**src/rtl/dtw_axis_pkg.sv**
```systemverilog
// Shared definitions for the DTW AXI4-Stream sample sink: sizing helpers,
// lane priority search and dtw_err bit positions.
package dtw_axis_pkg;

   localparam int MAX_LANES     = 64;
   localparam int ERR_PARTIAL   = 0;
   localparam int ERR_LOST_LAST = 1;

   function automatic int clog2(input int v);
      int r;
      r = 0;
      while ((1 << r) < v) r++;
      return r;
   endfunction

   function automatic int lanes(input int tdata_width, input int sample_width);
      return tdata_width / sample_width;
   endfunction

   // Lowest set lane strictly above 'from' (from = -1 gives the lowest lane), -1 if none.
   function automatic int lowest_above(input logic [MAX_LANES-1:0] m, input int from);
      int r;
      r = -1;
      for (int i = MAX_LANES - 1; i >= 0; i--) begin
         if (m[i] && (i > from)) r = i;
      end
      return r;
   endfunction

endpackage

```
**src/rtl/dtw_word_fifo.sv**
```systemverilog
// Power-of-two word FIFO with show-ahead head output; storage is not reset.
module dtw_word_fifo
   import dtw_axis_pkg::*;
#(
   parameter  int WIDTH = 41,
   parameter  int DEPTH = 8,
   localparam int AW    = clog2(DEPTH)
) (
   input  logic             clk,
   input  logic             rst,
   input  logic             flush,
   input  logic             push,
   input  logic             pop,
   input  logic [WIDTH-1:0] din,
   output logic [WIDTH-1:0] head,
   output logic [AW:0]      level
);

   logic [WIDTH-1:0] mem [DEPTH];
   logic [AW-1:0]    wr_ptr;
   logic [AW-1:0]    rd_ptr;

   always_ff @(posedge clk) begin
      if (push) mem[wr_ptr] <= din;
   end

   assign head = mem[rd_ptr];

   // Pointers wrap naturally because DEPTH is a power of two.
   always_ff @(posedge clk or posedge rst) begin
      if (rst) begin
         wr_ptr <= '0;
         rd_ptr <= '0;
         level  <= '0;
      end else if (flush) begin
         wr_ptr <= '0;
         rd_ptr <= '0;
         level  <= '0;
      end else begin
         if (push) wr_ptr <= wr_ptr + 1'b1;
         if (pop)  rd_ptr <= rd_ptr + 1'b1;
         case ({push, pop})
            2'b10:   level <= level + 1'b1;
            2'b01:   level <= level - 1'b1;
            default: level <= level;
         endcase
      end
   end

endmodule

```
**src/rtl/dtw_axis_sample_fifo.sv**
```systemverilog
// AXI4-Stream sink for the DTW core: buffers TDATA words and unpacks them into
// show-ahead samples, skipping strobed-out lanes and flagging packet ends.
module dtw_axis_sample_fifo
   import dtw_axis_pkg::*;
#(
   parameter  int C_S_AXIS_TDATA_WIDTH = 32,
   parameter  int SAMPLE_WIDTH         = 8,
   parameter  int FIFO_DEPTH           = 8,
   localparam int AW                   = clog2(FIFO_DEPTH)
) (
   input  logic                              S_AXIS_ACLK,
   input  logic                              S_AXIS_ARESET,
   input  logic                              S_AXIS_TVALID,
   output logic                              S_AXIS_TREADY,
   input  logic [C_S_AXIS_TDATA_WIDTH-1:0]   S_AXIS_TDATA,
   input  logic [C_S_AXIS_TDATA_WIDTH/8-1:0] S_AXIS_TSTRB,
   input  logic                              S_AXIS_TLAST,
   input  logic                              dtw_fifo_flush,
   input  logic                              dtw_fifo_rden,
   output logic [SAMPLE_WIDTH-1:0]           dtw_fifo_dout,
   output logic                              dtw_fifo_empty,
   output logic                              dtw_fifo_last,
   output logic [AW:0]                       dtw_fifo_level,
   output logic [1:0]                        dtw_err
);

   localparam int LANES = lanes(C_S_AXIS_TDATA_WIDTH, SAMPLE_WIDTH);
   localparam int BPL   = SAMPLE_WIDTH / 8;
   localparam int WW    = C_S_AXIS_TDATA_WIDTH + LANES + 1;
   localparam int CW    = (LANES > 1) ? clog2(LANES) : 1;

   logic                            ready_en;
   logic                            hs;
   logic                            push;
   logic                            pop;
   logic                            rd_take;
   logic [LANES-1:0]                lane_mask;
   logic [LANES-1:0]                lane_part;
   logic [WW-1:0]                   fifo_head;
   logic                            head_last;
   logic [LANES-1:0]                head_mask;
   logic [C_S_AXIS_TDATA_WIDTH-1:0] head_data;
   logic [LANES-1:0]                done;
   logic [LANES-1:0]                rem;
   logic [MAX_LANES-1:0]            rem_ext;
   logic [LANES-1:0]                cursor_1h;
   logic [CW-1:0]                   cursor;
   logic                            at_end;
   int                              cur_i;

   // Handshake: a word transfers on a rising edge where TVALID && TREADY.
   // TREADY never looks at same-cycle rden and is forced low while flushing.
   assign S_AXIS_TREADY = ready_en && (dtw_fifo_level < (AW+1)'(FIFO_DEPTH)) && !dtw_fifo_flush;
   assign hs            = S_AXIS_TVALID && S_AXIS_TREADY;

   always_comb begin
      lane_mask = '0;
      lane_part = '0;
      for (int i = 0; i < LANES; i++) begin
         lane_mask[i] = &S_AXIS_TSTRB[i*BPL +: BPL];
         lane_part[i] = (|S_AXIS_TSTRB[i*BPL +: BPL]) && !lane_mask[i];
      end
   end

   assign push = hs && (|lane_mask);

   dtw_word_fifo #(
      .WIDTH (WW),
      .DEPTH (FIFO_DEPTH)
   ) u_word_fifo (
      .clk   (S_AXIS_ACLK),
      .rst   (S_AXIS_ARESET),
      .flush (dtw_fifo_flush),
      .push  (push),
      .pop   (pop),
      .din   ({S_AXIS_TLAST, lane_mask, S_AXIS_TDATA}),
      .head  (fifo_head),
      .level (dtw_fifo_level)
   );

   assign {head_last, head_mask, head_data} = fifo_head;
   assign dtw_fifo_empty = (dtw_fifo_level == '0);

   // The cursor is the lowest valid lane of the head word not yet consumed.
   always_comb begin
      rem                = head_mask & ~done;
      rem_ext            = '0;
      rem_ext[LANES-1:0] = rem;
      cur_i              = lowest_above(rem_ext, -1);
      at_end             = (lowest_above(rem_ext, cur_i) < 0);
      cursor             = CW'(cur_i);
      cursor_1h          = LANES'(1) << cursor;
   end

   assign rd_take = dtw_fifo_rden && !dtw_fifo_empty && !dtw_fifo_flush;
   assign pop     = rd_take && at_end;

   assign dtw_fifo_dout = dtw_fifo_empty ? '0 : head_data[cursor*SAMPLE_WIDTH +: SAMPLE_WIDTH];
   assign dtw_fifo_last = !dtw_fifo_empty && head_last && at_end;

   always_ff @(posedge S_AXIS_ACLK or posedge S_AXIS_ARESET) begin
      if (S_AXIS_ARESET) begin
         ready_en <= 1'b0;
         done     <= '0;
         dtw_err  <= '0;
      end else begin
         ready_en <= 1'b1;
         if (dtw_fifo_flush) begin
            done    <= '0;
            dtw_err <= '0;
         end else begin
            if (pop)          done <= '0;
            else if (rd_take) done <= done | cursor_1h;
            if (hs && (|lane_part))
               dtw_err[ERR_PARTIAL] <= 1'b1;
            if (hs && (lane_mask == '0) && S_AXIS_TLAST)
               dtw_err[ERR_LOST_LAST] <= 1'b1;
         end
      end
   end

endmodule

```
**config.mk**
```make
export PLATFORM = sky130hd
export DESIGN_NAME = dtw_axis_sample_fifo
export DESIGN_NICKNAME = d
export VERILOG_FILES = /design/src/rtl/dtw_axis_pkg.sv /design/src/rtl/dtw_word_fifo.sv /design/src/rtl/dtw_axis_sample_fifo.sv
export SDC_FILE = /design/constraint.sdc
export NUM_CORES = 1
export LEC_CHECK = 0
export CORE_AREA = 2 2 169 171
export CTS_BUF_LIST = sky130_fd_sc_hd__clkbuf_2
export CTS_CLUSTER_DIAMETER = 50
export DETAILED_ROUTE_END_ITERATION = 7
export DIE_AREA = 0 0 171 173
export DONT_BUFFER_PORTS = 1
export MAX_ROUTING_LAYER = met4
export PLACE_DENSITY = 0.67
export SYNTH_ARGS = -nofsm -noshare
export SYNTH_HDL_FRONTEND = slang
export SYNTH_SLANG_ARGS = --single-unit
```
**constraint.sdc**
```tcl
create_clock -name S_AXIS_ACLK -period 14.85 [get_ports S_AXIS_ACLK]
set_clock_uncertainty 0.2 [all_clocks]
set_input_delay 2.2275 -clock S_AXIS_ACLK [delete_from_list [all_inputs] [get_ports S_AXIS_ACLK]]
set_output_delay 2.2275 -clock S_AXIS_ACLK [all_outputs]
set_load 0.005 [all_outputs]
```
==> results by stage, run 1 <==
Run status:
- The flow ran to the end, and the final reports show no timing, DRC or antenna violations.

Synth:
- The top cell type's share of synthesized area is 0.722.
- The biggest area contributor in the post-synthesis netlist is edfxtp_1.
- A synthesized cell averages 21.2 sq um.
- The synthesized design contains a little under 300 enable-type register cells.
- When the netlist entered floorplanning its net count stood at 627.
- Yosys mapped the design onto 47 distinct sky130hd cell types.
- The share of async-settable or async-resettable flops after synthesis is 0.0513.
- The cell count after synthesis came out at 580.
- The synthesis-stage register bit count is 312.
- For this run, the register share of the synthesized area comes to 0.755.
- Summing every instance area after synthesis gives 12300 sq um.
- During synthesis, Yosys emitted a total of 0 warnings.
- After synthesis, the cell types taking the most area are edfxtp_1 (72%), mux4_2 (13%), dfrtp_1 (3.3%).
- For this run, the leading register cell type out of synthesis is edfxtp_1.

Placed design:
- The count of buffers added on input and output ports is 0.
- The weighted congestion at the end of routability-driven global placement is between 0.7 and 0.8.
- After detailed placement, the design holds a cell count of 939.
- In this run the cell area measured after placement is 12800 sq um.
- The placed wire-length estimate after detailed placement is approximately 13 mm.
- The setup slack at placement is between 8 and 9 ns.

Worst hold path:
- The kind of path behind the tightest hold check is flip-flop to flip-flop.
- The worst min-delay path startpoint is dtw_err[1].

Power and ir drop:
- The static leakage is 4.24 nW.
- The design draws 1.61 mW.
- For this design the ratio of total power to cell area is 119 nW/um^2.
- The maximum vdd drop is 0.0721 mV.

CTS:
- The clock network latency to the later pin of the worst-skew pair is 0.83 ns.
- The number of clock sinks is 312.
- The post-CTS setup buffer count is 0.
- Counting along the longest clock path gives a buffer depth of 3.
- The number of clock buffers inserted by TritonCTS is 78.
- In this run, post-CTS hold repair placed 0 buffers.
- The clock-pin slew on the worst setup and hold paths is 0.13 ns.
- The H-tree was split into 3 levels.
- After clock tree synthesis, the repair step resized 0 gates.
- TritonCTS built the clock tree.
- The clock tree root driver cell is clkbuf_2.

Drt:
- In the final routed layout, each cell accounts on average for 23.2 microns.
- After the first detailed-routing iteration, the DRC count stood at 418.
- The total wire length after detailed routing is 25.0 mm.
- The number of iterations in the first detailed-routing pass is 4.
- The total via count in the routed design is 5986.
- The total met2 wirelength after detailed routing is 12.3 mm.
- The DRC violations left is 0.
- Dividing the detail-routed via count by the number of cells gives 5.57.
- The routed metal-1 wirelength is 10.4 mm.
- The number of routed nets with antenna violations is 0.
- Detailed routing placed a total of 1.79 mm of wire on met3.
- The top metal layer carrying routed signals is met4.

Critical path:
- The top cell family by delay on the critical path is simple AND/OR/NAND/NOR gates.
- Tracing the worst setup path back leads to its startpoint at u_word_fifo.rd_ptr[1].
- Along the worst path, the maximum fanout reaches between 50 and 60.
- The data arrival time of the critical path is 4.52 ns.
- Walking the worst path, the cells encountered are buf_4 > mux4_1 > mux2i_1 > nor2_2 > nor2_1 > a221oi_1 > a21oi_1 > nor3_1.
- The endpoint of the most critical register-to-register path is u_word_fifo.level[1].
- The worst setup path category is flip-flop to output port.
- The setup slack of the worst register-to-register path is 9.62 ns.
- At the worst endpoint, the required time is between 10 and 15 ns.
- The critical path endpoint is dtw_fifo_dout[3].
- The standard cell with the maximum stage delay on the critical path is buf_4.
- The startpoint identified for the worst register-to-register timing path is u_word_fifo.rd_ptr[1].
- The number of cells on the worst reg-to-reg path is 10.
- In this run the number of cells on the critical path is 8.
- STA classifies the critical path endpoint as an output port.
- The total buffers and inverters traversed by the critical path is 1.
- The type of origin of the critical path is a flip-flop.
- The largest single stage delay on the critical path is 0.70 ns.

Timing:
- The portion of the clock cycle consumed by the worst path in the final layout is 0.468.
- The final number of max-transition violations came to 0.
- Final hold analysis gives a worst-case slack of 0.338 ns.
- For the pin with the worst max-slew slack, the measured transition is 1.06 ns.
- The worst path needs roughly 6.9 ns of the cycle, external delays included.
- The maximum achievable frequency is 144 MHz.
- Setup repair after global routing left no endpoint under its margin.
- For the final routed database, the setup TNS stands at 0 ns.
- The headroom to the max-slew limit is 0.293.
- Setup slack closes at 7.91 ns.
- Setup violations remaining at the end of the flow were counted as 0.
- The final hold violation count is 0.

Finish:
- Summing all multi-input logic gate instances after layout gives 2910 sq um.
- The layout overhead on the synthesized area is 9.70%.
- Leaving out filler cells and counting taps, the final layout contains between 1000 and 1500.
- The design area is 13500 sq um.
- The filler cell count in the final layout is 2334.
- At the end of the flow, the number of nets in the layout was between 600 and 700.
- The register area is 9300 sq um.
- For this run, the share of the core covered by cells in the final layout is 0.489.
- The final antenna diode count is 0.
- The share of post-route cells with drive strength above 1 is 0.334.

GRT:
- The first global-routing pass estimated approximately 38 mm of wire.
- The number of antenna violations at the first check in global routing is 0.
- The global-route congestion overflow total is 0.
- Entering global routing, the biggest net connects 55 pins.
- The aggregate global-route resource usage is 0.180.
- The number of global-route vias before repair is 6468.

Job:
- The max-capacitance violation count is 0.

Floorplanning:
- The die is 171 microns wide.
- The top-level port count is 59.
- The total area inside the core boundary comes to 27600 sq um.
- Measured along the y axis, the die boundary spans 173 microns.
- The floorplan step defined a die boundary enclosing approximately 30000 sq um.
- The initial utilization of the core area, before any placement, comes to 0.445.
- The number of rows in the core area is approximately 60.
## cell usage after synthesis (3+ instances only)
master,n
nor2_1,17
mux4_2,73
mux2_2,8
a21oi_1,11
nor2b_1,12
nor3_1,16
a221oi_1,7
o21ai_0,3
nor4_1,3
dfrtp_1,16
a211oi_1,10
buf_2,11
ha_1,4
nand2b_1,3
xnor2_1,3
edfxtp_1,296
clkbuf_1,16
nor3b_1,3
mux2i_1,21
nand2_1,7
## worst min-delay path by stage
stage,to,slack (ns),depth (start not counted)
2_1_floorplan,dtw_err[1],0.29,2
3_3_place_gp,dtw_err[1],0.32,2
3_5_place_dp,dtw_err[1],0.32,2
4_1_cts,dtw_err[1],0.35,2
5_1_grt,dtw_err[1],0.41,2
6_report,dtw_err[1],0.34,2
## sequential cells by signal, indices dropped and copies added (netlist names)
signal and cells:
u_word_fifo.mem 296, ready_en 1, done 4, u_word_fifo.rd_ptr 3, dtw_err 1, u_word_fifo.level 4, u_word_fifo.wr_ptr 3
## report_power, final
group / internal, mW / switching (mW) / leakage (nW)
clock network: 0.235 / 0.327 / 0.538
registers: 0.968 / 0.00644 / 2.88
logic: 0.0331 / 0.0391 / 0.826
## per-layer routing
metal / track usage / up-vias
li1: - / 2593
met1: 0.223 / 3155
met2: 0.281 / 193
met3: 0.0611 / 45
met4: 0.0576 / 0
met5: - / -
## final cells by class
cell class | instances | area share
Sequential cell | 312 | 0.689
Tap cell | 378 | 0.0350
Inverter | 1 | 0.000278
Clock inverter | 26 | 0.0122
Clock buffer | 110 | 0.0408
Timing Repair Buffer | 13 | 0.00723
Multi-Input combinational cell | 235 | 0.216
## cell usage in the layout (no fill, tap or decap), types with 11 or more instances in the layout
master / count
mux2i_1: 21
a21oi_1: 11
nor2_1: 15
nor2b_1: 12
edfxtp_1: 296
buf_4: 13
mux4_2: 73
clkinv_1: 16
dfrtp_1: 13
clkbuf_2: 110
nor3_1: 14
## cell families (layout without fill, tap and decap cells)
family,after synthesis,in the layout,synth area share
fa+ha+maj,5,5,0.00569
other cells,2,2,0.000610
compound gates,43,43,0.0241
mux,107,107,0.166
buf+inv,33,150,0.0130
simple gates,74,74,0.0328
flops,312,312,0.755
xor+xnor,4,4,0.00285
## tightest hold or removal path, delay by kind of cell (launching register included)
family	cells	cell delay [ns]
flip-flops	1	0.39
AND/OR/NAND/NOR	1	0.07
AO/OA/AOI/OAI	1	0.05
Power figures use the tool's default switching activity.
==> run 2, diff against run 1 <==
clock period = 6.5 ns   (was 14.85 ns; I/O delays follow)
==> run 2 against run 1 <==
  * Count of clock-buffer cells in the layout shrank 6
  * Critical path depth is 1 lower
  * Total power rose by 130%
  * Cell area is 2.9% higher
  * Sequential cell count did not move
  * Die area is the same
  * Hold slack got worse by 0.22 ns
  * Sequential power is 130% higher
  * Non-clock buffer count increased by 38
  * Via count rose by 1.2%
  * Critical path type unchanged
  * Largest cell class unchanged
  * Largest power group unchanged
  * Highest routed layer unchanged
==> results by stage, run 2 (synthesis gave the netlist of run 1 again) <==
Power and ir drop:
- The sum of internal, switching and leakage power is 3.71 mW.
- Of the total power, registers draw 0.601.
- The analysis attributes to net switching a power of 0.887 mW.
- The combinational cell fraction of total power is 0.054.
- Internal power comes to ~2.8 mW.
- The fraction of power consumed by the clock network is 0.345.
- The static leakage is 4.39 nW.
- For this design the ratio of total power to cell area is 267 nW/um^2.
- IR analysis of the VDD net gives a maximum drop of 0.153 mV.
- The switching fraction of total power is 0.239.

Drt:
- The first TritonRoute pass finished after 5 iterations.
- Once detail routing completed, the nets flagged for antenna violations numbered 0.
- The wire length per cell after detailed routing is 22.3 microns.
- The total via count in the routed design is 6055.
- For this block, the routed nets add up to 24.9 mm of wire.
- In the routed design, unresolved DRC markers number 0.
- The average vias per placed instance is 5.42.
- After the first detailed-routing iteration, the DRC count stood at a little over 500.

CTS:
- The CTS tree is yes.
- Counting every sink on the clock net gives about 310.
- Once the clock tree was built, the resizer swapped 0 gates to a different size.
- The clock passes through at most 3 buffers.
- The clock-pin slew on the worst setup and hold paths is 0.11 ns.
- The H-tree was split into 3 levels.
- The number of clock buffers inserted by TritonCTS is 76.
- The clock network latency to the later pin of the worst-skew pair is approximately 0.84 ns.
- The clock tree root driver cell is clkbuf_2.

Floorplanning:
- The die covers 29600 sq um.
- The top-level port count is 59.
- The width of the die is 171 microns.
- The placeable core area is 27600 sq um.
- For this configuration, the core starts out at a cell density of 0.445.
- The number of rows in the core area is 61.
- The die span in y is ~170 microns.

Critical path:
- The highest fanout seen on the critical path is 51.
- On the critical path, the stage with the largest delay is an instance of dfrtp_4.
- The critical path ends at dtw_fifo_dout[3].
- The number of cells on the worst reg-to-reg path is 9.
- The cell count along the critical path is 7.
- For this run, the slowest stage of the critical path takes about 0.95 ns.
- The endpoint identified for the worst register-to-register timing path is u_word_fifo.level[1].
- The number of buffers and inverters on the critical path is 0.
- The worst setup path is of the flip-flop to output port kind.
- STA puts the critical path data required time at 5.32 ns.
- The type of origin of the critical path is a flip-flop.
- The critical path starts at u_word_fifo.rd_ptr[1].
- The worst setup path is captured at an output port.
- The critical path goes through mux4_1 > mux2i_1 > nor2_2 > nor2_1 > a221oi_1 > a21oi_1 > nor3_1.
- The worst flop-to-flop path startpoint is u_word_fifo.rd_ptr[1].
- Data arrives at the worst endpoint at 4.14 ns.
- The setup slack of the worst register-to-register path is between 1.5 and 2 ns.
- The cell family contributing the most delay on the critical path is simple AND/OR/NAND/NOR gates.

Placed design:
- The weighted congestion at the end of routability-driven global placement is 0.779.
- The count of buffers added on input and output ports is 0.
- The count of placed standard cells including taps is 938.
- The HPWL after detailed placement is roughly 13 mm.

Finish:
- Once layout is complete, the utilization of the core stands at 0.503.
- More flip-flops sit in one register than any other, and that register is u_word_fifo.mem.
- Relative to the synthesized area, the layout overhead comes to 12.9%.
- The largest registers in the layout are u_word_fifo.mem x296, done x4, u_word_fifo.level x4.
- The share of post-route cells with drive strength above 1 is 0.307.
- The finished layout holds 1118 standard cells, fillers aside.
- The library cells used most frequently in the layout, excluding fill and tap cells, are edfxtp_1 (296), clkbuf_2 (104), mux4_2 (73), dlygate4sd3_1 (39), clkinv_1 (23).
- After the last flow step, the layout net total stands at 724.
- Leaving out fill and tap cells, the most frequent cell in the layout is edfxtp_1.
- The register with the most flip-flops in the layout has roughly 300 of them.

GRT:
- Global routing finished with a remaining overflow of 0.
- The first global-routing pass estimated 37.8 mm of wire.
- The aggregate global-route resource usage is 0.178.
- The number of antenna violations at the first check in global routing came to 3.
- The number of global-route vias before repair is about 6500.
- Entering global routing, the biggest net connects between 50 and 60 pins.

Timing:
- The final-layout setup total negative slack is 0 ns.
- The final number of max-transition violations came to 0.
- Of the available clock period, the critical path in the final layout requires 0.818.
- The headroom to the max-slew limit is 0.352.
- The pin slew with the least headroom to its limit is 0.970 ns.
- After layout, the minimum clock period comes to roughly 5.3 ns.
- The final hold violation count came to 0.
- The worst hold slack is 0.120 ns.
- Static timing analysis puts the maximum clock frequency at 188 MHz.
- Setup repair after global routing left no endpoint under its margin.
- Setup violations remaining at the end of the flow were counted as 0.

Worst hold path:
- In this run the worst hold path is classified as input port to flip-flop.
- Along the worst hold path, the cell count comes to 2.

Job:
- The max-capacitance violation count is 0.

Run status:
- The run finished with clean final reports.
==> run 2: worst reg2reg max path: cells and delay by family (launching register included) <==
family | cells | cell delay (ns)
multiplexers | 2 | 0.46
AND/OR/NAND/NOR | 3 | 1.36
AO/OA/AOI/OAI | 3 | 1.01
adder cells (fa/ha/maj) | 1 | 0.56
flip-flops | 1 | 0.95
==> run 2: metal layers <==
layer,GRT usage,routed length (microns),vias to the layer above
met2,0.279,12300,206
met4,0.0777,749,0
met3,0.0478,1560,59
met1,0.220,10200,3113
met5,-,0,-
li1,-,-,2677
==> run 2: cell type report <==
class | count | area, sq um
Antenna cell | 4 | 10.0
Clock buffer | 104 | 520
Clock inverter | 33 | 200
Fill cell | 2295 | 13700
Inverter | 1 | 3.75
Multi-Input combinational cell | 235 | 2910
Sequential cell | 312 | 9300
Tap cell | 378 | 473
Timing Repair Buffer | 51 | 480
==> run 2: per-stage QoR <==
stage	worst slack, ns	area [sq um]
finish	1.18	13900
global route	0.849	13900
CTS	1.19	13900
detailed placement	1.92	12800
global placement	2.14	12800
floorplan	0.284	12300
==> run 2: worst min-delay path by stage <==
stage	startpoint	to
after floorplan	dtw_err[1]	dtw_err[1]
after global placement	dtw_err[1]	dtw_err[1]
after detailed placement	dtw_err[1]	dtw_err[1]
after CTS	S_AXIS_TLAST	dtw_err[1]
after global routing	S_AXIS_TLAST	dtw_err[1]
final	S_AXIS_TLAST	dtw_err[1]
==> run 2: timing repair <==
item / in CTS / in global routing
setup buffers: 0 / 0
hold buffers: 39 / 0
hold endpoints to repair: 323 / 0
==> run 2: power by group through the flow <==
stage | sequential [mW] | clock [mW] | combinational (mW)
CTS | 2.23 | 1.32 | 0.201
finish | 2.23 | 1.28 | 0.200
floorplan | 2.26 | 0 | 0.134
detailed placement | 2.28 | 0 | 0.159
global route | 2.24 | 1.43 | 0.217
global placement | 2.28 | 0 | 0.157
==> run 3, diff against run 2 <==
PLACE_DENSITY = 0.69   (was 0.67)
clock period = 4.7 ns   (was 6.5 ns; I/O delays follow)
==> run 3 against run 2 <==
  * Cell area increased by 0.98%
  * Total power increased by 36%
  * Final cell count increased by 0.54%
  * Sequential power increased by 38%
  * Critical path depth increased by 2
  * Clock power increased by 29%
  * Critical endpoint is now dtw_fifo_dout[7]
  * Largest cell class unchanged
==> results by stage, run 3 (synthesis gave the netlist of run 1 again) <==
Drt:
- The total wire length after detailed routing is around 26 mm.
- The number of iterations in the first detailed-routing pass is 5.
- In the routed design, unresolved DRC markers number 0.
- The number of routed nets with antenna violations is 0.
- The count of routing violations after the opening detailed-route iteration is 730.
- The average vias per placed instance is 5.51.
- After detailed routing, the average wire length per cell comes to between 20 and 25 microns.
- Detailed routing inserted a total of 6191 vias.

Critical path:
- The setup check on the worst reg-to-reg path leaves a slack of 0.78 ns.
- The worst flop-to-flop path startpoint is u_word_fifo.rd_ptr[1].
- STA classifies the critical path endpoint as an output port.
- Measured in cells, the most critical reg-to-reg path has a length of 13.
- Data on the critical path arrives at its endpoint at 3.51 ns.
- The worst setup path category is flip-flop to output port.
- The worst setup path is launched from a flip-flop.
- Of all nets on the critical path, the largest fanout is 8.
- The endpoint of the most critical register-to-register path is u_word_fifo.level[3].
- The required time reported for the critical path endpoint is 3.80 ns.

CTS:
- The clock tree root driver cell is clkbuf_2.
- In this run the deepest clock path goes through 3 buffers.
- At the later pin of the worst-skew pair, clock insertion delay measures between 0.8 and 0.9 ns.
- The number of clock sinks is around 310.
- The maximum level of the CTS H-tree is 3.
- TritonCTS created 75 clock buffers.
- The CTS tree is yes.
- The clock-pin slew on the worst setup and hold paths is 0.10 ns.

Timing:
- Final hold analysis gives a worst-case slack of 0.177 ns.
- Setup repair after global routing left no endpoint under its margin.
- The final hold violation count is 0.
- The minimum period implied by the final worst setup slack is 4.42 ns.
- The setup-violating endpoint count in the final report is 0.
- At the pin with the least slew margin, the transition time is 0.750 ns.
- The headroom to the max-slew limit is 0.498.
- The final number of max-transition violations came to 0.
- The portion of the clock cycle consumed by the worst path in the final layout is 0.940.
- Setup total negative slack on the finished layout was measured at 0 ns.
- The maximum achievable frequency is 226 MHz.

GRT:
- The number of global-route vias before repair is approximately 6600.
- For met3 alone, demand over resource in global routing was 0.0472.
- met2 is the most crowded layer.
- In the global route stage, overall resource usage came out at 0.182.
- For this run the aggregate overflow at the end of global routing stands at 0.
- The first global-routing pass estimated 38.2 mm of wire.
- The number of antenna violations at the first check in global routing is 4.
- The routing usage on met2 is 0.285.
- Entering global routing, the biggest net connects 52 pins.
- The met1 demand-to-capacity share in global routing is 0.230.

Finish:
- The most frequent standard cell in the layout excluding fill and tap cells is edfxtp_1.
- The largest registers in the layout are u_word_fifo.mem x296, done x4, u_word_fifo.level x4.
- The layout overhead on the synthesized area is 14.0%.
- Counting the fill cells in the layout gives 2257.
- The final layout contains ~740 nets.
- In the layout the commonest cells are edfxtp_1 (296), clkbuf_2 (108), mux4_2 (73), dlygate4sd3_1 (41).
- The design area is between 10000 and 15000 sq um.
- The number of standard cells in the layout, taps in and fillers out is 1124.
- Of the cells placed in the final design, the portion with a size suffix greater than 1 is 0.327.
- More flip-flops sit in one register than any other, and that register is u_word_fifo.mem.
- The flip-flop count of the largest register, all copies and words added is 296.

Placed design:
- Once placement finished, the instance area stood at 12900 sq um.
- The weighted congestion at the end of routability-driven global placement is 0.849.
- The count of placed standard cells including taps is 945.
- The total of buffers placed on input and output ports is 0.
- Detailed placement ended at an HPWL of between 10 and 15 mm.

Job:
- The max-capacitance violation count is 0.

Floorplanning:
- The die span in y is 173 microns.
- From left edge to right edge, the die measures 171 microns.
- The core region is 27600 sq um.
- The effective utilization at floorplan is 0.445.
- The number of rows in the core area is 61.
- The die covers 29600 sq um.
- 59 I/O pins were placed.

Power and ir drop:
- The static leakage is around 4.5 nW.
- The power density over the cells is 359 nW/um^2.
- VDD sags by at most 0.207 mV.

Run status:
- The run finished with clean final reports.

Worst hold path:
- The kind of path behind the tightest hold check is input port to async pin.
-- run 3: cell types whose count changed in the layout (fill, tap and decap cells not counted), sizes merged, moves of 2 or more --
cell / delta
buf: +12
clkinv: -11
clkbuf: +5
bufinv: -2
dlygate4sd3: +2
-- run 3: layout make-up --
type                            count  area, sq um  share of cell area
Clock buffer                      108          541              0.0385
Sequential cell                   312         9300               0.663
Multi-Input combinational cell    235         2940               0.210
Antenna cell                        4         10.0            0.000713
Inverter                            1         3.75            0.000267
Clock inverter                     20          109             0.00776
Timing Repair Buffer               66          656              0.0467
Tap cell                          378          473              0.0337
-- run 3: critical path, cell delays in order (launching register included) --
cell and delay (ns):
dfrtp_4 0.47, buf_4 0.16, mux4_1 0.59, mux2i_4 0.18
nor2_2 0.10, nor2_1 0.51, a221oi_1 0.20, a21oi_1 0.20
nor3_1 0.10, buf_4 0.15
-- run 3: worst max path at each step --
stage | start | to | slack, ns | depth (start not counted)
6_report | u_word_fifo.rd_ptr[1] | dtw_fifo_dout[7] | 0.28 | 9
5_1_grt | u_word_fifo.rd_ptr[1] | dtw_fifo_dout[1] | 0.05 | 9
4_1_cts | u_word_fifo.rd_ptr[0] | dtw_fifo_dout[5] | 0.13 | 7
3_5_place_dp | u_word_fifo.rd_ptr[1] | u_word_fifo.level[3] | 0.75 | 12
3_3_place_gp | u_word_fifo.rd_ptr[1] | u_word_fifo.level[3] | 0.86 | 12
2_1_floorplan | dtw_fifo_flush | u_word_fifo.mem[5][0] | -0.64 | 6
-- run 3: metal layers --
| metal | share of wire | vias up |
|---|---|---|
| li1 | - | 2706 |
| met1 | 0.40 | 3193 |
| met2 | 0.51 | 249 |
| met3 | 0.074 | 43 |
| met4 | 0.020 | 0 |
| met5 | 0 | - |
-- run 3: what timing repair did --
action	in CTS	in global routing
endpoints found under the hold margin	327	0
endpoints found under the setup margin	7	5
setup buffers	5	0
cloned	0	1
resized for setup	1	2
hold buffers	41	0
-- run 3: per-stage QoR --
step,util,power (mW),worst slack [ns]
after detailed placement,0.466,3.39,0.749
after global routing,0.508,5.26,0.0501
after floorplan,-,3.32,-0.640
final,0.508,5.04,0.280
after CTS,0.506,5.09,0.130
after global placement,0.466,3.38,0.861
-- run 3: report_power, final --
group          internal (mW)  leakage (nW)  total (mW)  switching [mW]
Clock                  0.626         0.501        1.65            1.02
Combinational          0.140          1.08       0.310           0.169
Sequential              3.06          2.88        3.08          0.0205
